**src/rtl/bram_stream_reader.sv**
```systemverilog
// Streams `length` consecutive BRAM words (wrapping modulo DEPTH) from `base_addr`
// onto a valid/ready port, absorbing the one-cycle BRAM read latency in a 4-entry FIFO.
module bram_stream_reader #(
    parameter int DATA_WIDTH = 8,
    parameter int ADDR_WIDTH = 4
) (
    input  logic                  clk,
    input  logic                  rst,
    input  logic                  start,
    input  logic [ADDR_WIDTH-1:0] base_addr,
    input  logic [ADDR_WIDTH:0]   length,
    output logic                  busy,
    output logic                  done,
    output logic                  bram_read_enable,
    output logic [ADDR_WIDTH-1:0] bram_address,
    input  logic [DATA_WIDTH-1:0] bram_data_out,
    output logic                  m_valid,
    output logic [DATA_WIDTH-1:0] m_data,
    output logic                  m_last,
    input  logic                  m_ready
);

    typedef enum logic [1:0] {
        S_IDLE,
        S_READ,
        S_DRAIN,
        S_DONE
    } state_t;

    localparam int                FIFO_DEPTH = 4;
    localparam logic [ADDR_WIDTH:0] LEN_ONE  = 1;

    state_t                  r_state;
    logic [ADDR_WIDTH:0]     r_length;
    logic [ADDR_WIDTH:0]     r_remaining;
    logic [ADDR_WIDTH:0]     r_sent;
    logic                    r_busy;
    logic                    r_done;
    logic                    r_bram_re;
    logic [ADDR_WIDTH-1:0]   r_bram_addr;
    logic                    r_rd_d1;
    logic [DATA_WIDTH-1:0]   r_fifo_mem [FIFO_DEPTH];
    logic [1:0]              r_wr_ptr;
    logic [1:0]              r_rd_ptr;
    logic [2:0]              r_fifo_count;

    logic [1:0]              w_pending;
    logic                    w_credit;
    logic                    w_issue;
    logic                    w_push;
    logic                    w_pop;
    logic                    w_last_pop;

    // A read is in flight while presented to the BRAM (r_bram_re) and while its
    // data sits on bram_data_out waiting for the FIFO write (r_rd_d1).
    assign w_pending  = {1'b0, r_bram_re} + {1'b0, r_rd_d1};
    assign w_credit   = ({1'b0, r_fifo_count} + {2'b00, w_pending}) < 4'd4;
    assign w_issue    = (r_state == S_READ) && (r_remaining != '0) && w_credit;
    assign w_push     = r_rd_d1;
    assign w_pop      = m_valid && m_ready;
    assign w_last_pop = w_pop && (r_sent == r_length - LEN_ONE);

    assign busy             = r_busy;
    assign done             = r_done;
    assign bram_read_enable = r_bram_re;
    assign bram_address     = r_bram_addr;
    assign m_valid          = (r_fifo_count != 3'd0);
    assign m_data           = m_valid ? r_fifo_mem[r_rd_ptr] : '0;
    assign m_last           = m_valid && (r_sent == r_length - LEN_ONE);

    // NOTE: sequential state uses non-blocking assignments only, so every
    // register sees pre-edge values regardless of statement order.
    always_ff @(posedge clk) begin
        if (rst) begin
            r_state     <= S_IDLE;
            r_length    <= '0;
            r_remaining <= '0;
            r_sent      <= '0;
            r_busy      <= 1'b0;
            r_done      <= 1'b0;
            r_bram_re   <= 1'b0;
            r_bram_addr <= '0;
            r_rd_d1     <= 1'b0;
        end else begin
            r_done    <= 1'b0;
            r_bram_re <= 1'b0;
            r_rd_d1   <= r_bram_re;
            if (w_pop) begin
                r_sent <= r_sent + LEN_ONE;
            end

            case (r_state)
                S_IDLE: begin
                    if (start) begin
                        r_length <= length;
                        r_sent   <= '0;
                        r_busy   <= 1'b1;
                        if (length != '0) begin
                            // The accept edge already presents the first read.
                            r_bram_re   <= 1'b1;
                            r_bram_addr <= base_addr;
                            r_remaining <= length - LEN_ONE;
                            r_state     <= S_READ;
                        end else begin
                            r_done  <= 1'b1;
                            r_state <= S_DONE;
                        end
                    end
                end
                S_READ: begin
                    if (w_issue) begin
                        r_bram_re   <= 1'b1;
                        r_bram_addr <= r_bram_addr + 1'b1;
                        r_remaining <= r_remaining - LEN_ONE;
                        if (r_remaining == LEN_ONE) begin
                            r_state <= S_DRAIN;
                        end
                    end else if (r_remaining == '0) begin
                        r_state <= S_DRAIN;
                    end
                end
                S_DRAIN: begin
                    if (w_last_pop) begin
                        r_done  <= 1'b1;
                        r_state <= S_DONE;
                    end
                end
                S_DONE: begin
                    r_busy  <= 1'b0;
                    r_state <= S_IDLE;
                end
                default: r_state <= S_IDLE;
            endcase
        end
    end

    always_ff @(posedge clk) begin
        if (rst) begin
            r_wr_ptr     <= '0;
            r_rd_ptr     <= '0;
            r_fifo_count <= '0;
        end else begin
            if (w_push) begin
                r_wr_ptr <= r_wr_ptr + 1'b1;
            end
            if (w_pop) begin
                r_rd_ptr <= r_rd_ptr + 1'b1;
            end
            case ({w_push, w_pop})
                2'b10:   r_fifo_count <= r_fifo_count + 3'd1;
                2'b01:   r_fifo_count <= r_fifo_count - 3'd1;
                default: r_fifo_count <= r_fifo_count;
            endcase
        end
    end

    // NOTE: FIFO storage is deliberately not reset; an empty FIFO is defined by
    // the count, and m_data is forced to zero whenever nothing is valid.
    always_ff @(posedge clk) begin
        if (w_push) begin
            r_fifo_mem[r_wr_ptr] <= bram_data_out;
        end
    end

endmodule

```
**config.mk**
```make
export PLATFORM = sky130hd
export DESIGN_NAME = bram_stream_reader
export DESIGN_NICKNAME = d
export VERILOG_FILES = /design/src/rtl/bram_stream_reader.sv
export SDC_FILE = /design/constraint.sdc
export NUM_CORES = 1
export LEC_CHECK = 0
export BUFFER_PORTS_ARGS = -buffer_cell sky130_fd_sc_hd__clkbuf_2
export CAP_MARGIN = 20
export CORE_UTILIZATION = 55
export DETAILED_ROUTE_END_ITERATION = 16
export PLACE_DENSITY = 0.76
export REMOVE_ABC_BUFFERS = 1
export SLEW_MARGIN = 5
export SYNTH_ARGS = -nofsm -noshare
export SYNTH_HDL_FRONTEND = slang
export SYNTH_SLANG_ARGS = --single-unit
export TNS_END_PERCENT = 10
```
**constraint.sdc**
```tcl
create_clock -name clk -period 2.6 [get_ports clk]
set_input_delay 0 -clock clk [delete_from_list [all_inputs] [get_ports clk]]
set_output_delay 0 -clock clk [all_outputs]
set_load 0.01 [all_outputs]
```
Yosys cells after proc, flatten, opt, wreduce, memory -nomap -nowiden
Memories as Yosys holds them, arrays and structs flattened. A register that Yosys moved wholly into a read port is not among the register bits.
Cells that the tools add are included.
{ "op_classes": {"mux": 34, "reduce_logical": 17, "order_cmp": 1, "add_sub_neg": 11, "eq_ne": 13} }
{ "op_table": {"columns": ["op", "count"], "rows": [
  ["$mux W5", 6],
  ["$mux W2", 8],
  ["$sub A5 B1 Y5 const B", 3],
  ["$mux W4", 3],
  ["$pmux W5 S2", 1],
  ["$reduce_bool A5 Y1", 2],
  ["$mux W1", 9],
  ["$mux W8", 1],
  ["$ne A2 B2 Y1 const B", 4],
  ["$pmux W2 S4", 1],
  ["$pmux W4 S2", 1],
  ["$reduce_and A4 Y1", 2],
  ["$eq A2 B2 Y1 const B", 3],
  ["$ne A3 B2 Y1 const B", 2],
  ["$pmux W1 S2", 3],
  ["$pmux W3 S2", 1],
  ["$reduce_bool A2 Y1", 3],
  ["$add A5 B1 Y5 const B", 1],
  ["$eq A5 B1 Y1 const B", 1],
  ["$eq A5 B5 Y1", 1],
  ["$logic_and A1 B1 Y1", 5],
  ["$logic_not A5 Y1", 1],
  ["$add A2 B1 Y2 const B", 2],
  ["$add A3 B2 Y4", 1],
  ["9 further kinds", 11]
]} }
{ "word_totals": {"output_inout_bits": 17, "register_bits": 32, "word_cells": 89, "ram_bits": 32, "mem_count": 1} }
{ "memory_table": {"columns": ["name", "depth", "width", "rd", "rd_ports_with_merged_regs", "write_ports", "line_no", "rtl"], "rows": [
  ["r_fifo_mem", 4, 8, 1, 1, 1, "42", "logic [DATA_WIDTH-1:0] r_fifo_mem [FIFO_DEPTH];"]
]} }

Depth between registers and ports, before layout
{ "logic_depth": {"ltp_word": 6, "depth_mapped": 8, "depth_no_buf": 7} }

Worst setup path after synthesis
Ideal clock, no wire load.
{ "synth_timing": {"kind": "reg-to-reg", "start": "register r_fifo_count[1]", "end": "register r_fifo_count[2]", "arrival_time_ps": 1947, "stages_incl_launch_ff": 9, "setup_time_ps": 70, "path_slack_ps": 583, "path_buffers": 1, "path_cell_list": "dfxtp_1 o31a_1 buf_2 ha_1 inv_1 fa_1 xor2_1 or3_1 a21oi_1"} }
{ "synth_via": {"elab_chain_len": 4} }
{ "synth_rtl": {"columns": ["element", "line_no", "rtl"], "rows": [
  ["from (decl)", "45", "logic [2:0] r_fifo_count;"],
  ["from (signal assigned)", "150", "2'b10: r_fifo_count <= r_fifo_count + 3'd1;"],
  ["from (signal assigned)", "151", "2'b01: r_fifo_count <= r_fifo_count - 3'd1;"],
  ["from (signal assigned)", "152", "default: r_fifo_count <= r_fifo_count;"],
  ["$reduce_bool A3 Y1 (*)", "67", "assign m_valid = (r_fifo_count != 3'd0);"],
  ["$logic_and A1 B1 Y1 (*)", "60", "assign w_pop = m_valid && m_ready;"],
  ["net w_pop", "51", "logic w_pop;"],
  ["$eq A2 B1 Y1 / $eq A2 B2 Y1 (equally long branches)", "149", "case ({w_push, w_pop})"],
  ["$pmux W3 S2 / $reduce_bool A2 Y1 (equally long branches)", null, null]
]} }
The timed path passes the listed nets; every way through them passes the cells marked *.
A chain may end at the register's enable or synchronous reset.

Worst setup path after layout
{ "layout_timing": {"start": "register r_length[0]", "end": "output m_last"} }
{ "layout_via": {"elab_chain_len": 3} }
{ "layout_rtl": {"columns": ["element", "line_no", "rtl"], "rows": [
  ["from (decl)", "34", "logic [ADDR_WIDTH:0] r_length;"],
  ["from (signal assigned)", "95", "r_length <= length;"],
  ["$sub A5 B1 Y5", "69", "assign m_last = m_valid && (r_sent == r_length - LEN_ONE);"],
  ["$eq A5 B5 Y1", "69", null],
  ["$logic_and A1 B1 Y1", "69", null],
  ["to (decl)", "19", "output logic m_last,"]
]} }
Every way passes these cells.

==> flow_metrics.env <==
export IMPL_floorplan_die_width_um=78.9
export IMPL_pre_cts_slack_ns=0.583
export IMPL_fin_area_sq_mm=0.00384
export IMPL_postSynthCellCount=291
export IMPL_minimum_setup_slack_among_reg_to_reg_paths_ns=0.54
export IMPL_fillerInstances=449
export IMPL_grt_pass1_vias=2247
export IMPL_critPathLaunchType="register"
export IMPL_cap_violations=0
export IMPL_synth_area_per_cell_sq_um=11.2
export IMPL_boundaryPins=38
export IMPL_cp_data_arrival_time_ns=2.13
export IMPL_postCtsSetupBuffers=0
export IMPL_layout_drive_gt1_share_pct=20.3
export IMPL_synth_ff_latch_count=66
export IMPL_setup_repair_after_global_routing_missed_its_margin="false"
export IMPL_die_area_sq_mm=0.00623
export IMPL_fmax_mhz=470
export IMPL_clk_path_buf_depth=2
export IMPL_worstSetupPathType="register to primary output"
export IMPL_worst_endpoint_required_ns=2.60
export IMPL_route_antenna_remaining_nets=0
export IMPL_worst_path_max_fanout=5
export IMPL_crit_path_top_delay_cell="a2111oi_4"
export IMPL_worst_r2r_endpoint="r_fifo_count[2]$_SDFFE_PP0P_"
export IMPL_yosys_top_cells_count="dfxtp_1, edfxtp_1, nand2_1, nor2_1"
export IMPL_finalSetupTns_ns=0
export IMPL_fin_ws_ns=0.471
export IMPL_total_clock_buffers_created_by_cts=9
export IMPL_clk_latency_ns=0.34
export IMPL_setup_viol=0
export IMPL_max_slew_worst_pin_slew_ns=0.627
export IMPL_main_synth_ff_type="dfxtp_1"
export IMPL_critical_path_max_stage_delay_ns=0.48
export IMPL_clock_tree_from_tritoncts="yes"
export IMPL_dieHeight_um=78.9
export IMPL_worstHoldPathType="primary input to register"
export IMPL_power_static_leakage_nw=1.45
export IMPL_reg2regPathDepth=7
export IMPL_number_of_antenna_violations_at_the_first_check_in_global_routing=0
export IMPL_maximum_number_of_pins_on_one_net_before_global_route_repair=31
export IMPL_wl_per_cell_um=14.7
export IMPL_cp_end_kind="primary output"
export IMPL_drt_iter0_markers=69
export IMPL_crit_chain="inv_1, ha_1, xnor2_1, o2bb2ai_2, a2111oi_4, and2_2, clkbuf_2"
export IMPL_sequential_element_share_of_the_synthesized_area_pct=50.4
export IMPL_power_ir_vdd_worst_mv=0.609
export IMPL_synth_top_cell_area_share_pct=29.5
export IMPL_area_of_the_core_region_sq_mm=0.00561
export IMPL_yosysUniqueCellTypes=48
export IMPL_async_flop_share_pct=0
export IMPL_overall_global_routing_resource_usage_pct=21.9
export IMPL_min_period_over_period_pct=81.9
export IMPL_cts_max_level=3
export IMPL_count_of_flip_flops_with_a_built_in_enable_after_synthesis=32
export IMPL_route_vias_total=2318
export IMPL_grt_remaining_overflow=0
export IMPL_clkSinkCount=66
export IMPL_fin_nets=384
export IMPL_dpl_hpwl_mm=4.21
export IMPL_final_max_slew_viol_count=0
export IMPL_reg2reg_from="r_fifo_count[2]$_SDFFE_PP0P_"
export IMPL_run_status="finished clean"
export IMPL_place_port_buffers=37
export IMPL_core_rowCount=27
export IMPL_power_density_mw_per_mm2=927
export IMPL_area_growth_pct=18.1
export IMPL_timing_final_hold_violations=0
export IMPL_crit_path_end="m_last"
export IMPL_routed_wl_mm=6.19
export IMPL_routed_vias_inst=5.51
export IMPL_finalCriticalPeriod_ns=2.13
export IMPL_slew_limit_headroom_pct=58.2
export IMPL_drcViolationCount=0
export IMPL_clk_pin_slew_worst_paths_ns=0.06
export IMPL_root_buffer_selected_by_cts="clkbuf_8"
export IMPL_synth_area_sq_mm=0.00326
export IMPL_clock_skew_ns=0.00925
export IMPL_placed_cell_area_sq_mm=0.00348
export IMPL_gp_routability_congestion=0.809
export IMPL_worst_hold_startpoint="base_addr[3]"
export IMPL_synthTopCellsByArea="edfxtp_1, dfxtp_1, ha_1, mux4_2, nand2_1"
export IMPL_initial_util_pct=58.1
export IMPL_synthMostInstantiatedCell="dfxtp_1"
export IMPL_diodes=0
export IMPL_yosysTopAreaCell="edfxtp_1"
export IMPL_grt_first_pass_wirelength_mm=10.2
export IMPL_yosys_warnings=0
export IMPL_worstSetupStartpoint="r_length[0]$_SDFFE_PP0P_"
export IMPL_detail_route_first_pass_iterations=6
## metal layers
metal / global-route usage, % / wire [um] / vias up
li1: - / - / 1140
met1: 27.3 / 2840 / 1120
met2: 36.0 / 3050 / 50
met3: 5.29 / 223 / 8
met4: 10.2 / 74 / 0
met5: 0 / 0 / -
## through the flow
step	utilization (%)	total power [mW]	hold slack [ns]	instances
global route	68.5	3.78	0.0283	421
finish	68.5	3.56	0.0147	421
global placement	62.0	2.64	0.219	389
CTS	68.5	3.58	0.00823	421
floorplan	-	2.32	0.0662	278
detailed placement	62.0	2.68	0.220	389
## repair_timing
action	CTS	global route
hold endpoints to repair	40	0
resized for setup	0	0
hold buffers	16	0
## area by class of cell
class                           instances  area, sq um  area share (%)
Sequential cell                        66         1640            42.7
Multi-Input combinational cell        196         1490            38.7
Timing Repair Buffer                   55          360            9.38
Clock buffer                           12          155            4.04
Tap cell                               72         90.1            2.34
Inverter                               16         60.1            1.56
Clock inverter                          4         50.0            1.30
## layout by cell type, fill, tap and decap left out, drive strengths merged, types with 2 or more instances in the layout
| master | synthesis | routed |
|---|---|---|
| xnor2 | 10 | 10 |
| a21oi | 18 | 18 |
| o21a | 3 | 3 |
| xor2 | 8 | 8 |
| dlygate4sd3 | 0 | 16 |
| nand2 | 25 | 25 |
| nand4 | 5 | 5 |
| mux4 | 8 | 8 |
| nor3 | 5 | 5 |
| a31oi | 3 | 3 |
| inv | 16 | 16 |
| nand3b | 2 | 2 |
| buf | 6 | 2 |
| o21ai | 13 | 13 |
| a221oi | 2 | 2 |
| mux2i | 6 | 6 |
| or3 | 2 | 2 |
| ha | 18 | 18 |
| o2bb2ai | 2 | 2 |
| edfxtp | 32 | 32 |
| nand3 | 5 | 5 |
| clkinv | 0 | 2 |
| nor2 | 25 | 25 |
| nand2b | 4 | 4 |
| a211oi | 2 | 2 |
| dfxtp | 34 | 34 |
| clkbuf | 7 | 49 |
| and3 | 3 | 3 |
| and2 | 15 | 15 |
## flip-flops by register name, indices dropped and copies added, names as in the netlist, named ones only
signal,flops
r_sent,5
done,1
bram_address,4
busy,1
r_length,5
r_state,2
r_rd_ptr,2
r_fifo_count,3
bram_read_enable,1
r_fifo_mem,32
r_rd_d1,1
r_remaining,5
r_wr_ptr,2
## worst min path at each step
stage / endpoint / slack, ns / cells after the start
2_1_floorplan: r_state[0]$_SDFFE_PP0P_ / 0.07 / 1
3_3_place_gp: r_fifo_mem[1][6]$_DFFE_PP_ / 0.22 / 1
3_5_place_dp: r_fifo_mem[2][0]$_DFFE_PP_ / 0.22 / 1
4_1_cts: bram_address[3]$_SDFFE_PP0P_ / 0.008 / 3
5_1_grt: bram_address[3]$_SDFFE_PP0P_ / 0.03 / 3
6_report: bram_address[3]$_SDFFE_PP0P_ / 0.01 / 3
## where the power goes
part           internal (mW)  switching, mW
Clock                  0.494          0.381
Sequential              1.24          0.163
Combinational          0.564          0.724
## kinds of logic after synthesis
group	share of synthesized area [%]
and+or+nand+nor	14.5
DFF	50.4
AOI/OAI and AO/OA	11.5
buffers and inverters	3.92
adders and majority gates	7.53
xor gates and xnor gates	4.84
muxes	7.38
## worst max-delay path, delay by kind of cell, from the launching register on
kind                       cells  cell delay [ns]
adders and majority gates      1             0.24
buffers and inverters          2             0.18
and+or+nand+nor                1             0.21
xor gates and xnor gates       1             0.15
AOI/OAI and AO/OA              2             0.63
DFF                            1             0.38
Note: power is estimated with default switching activity, not from simulation.
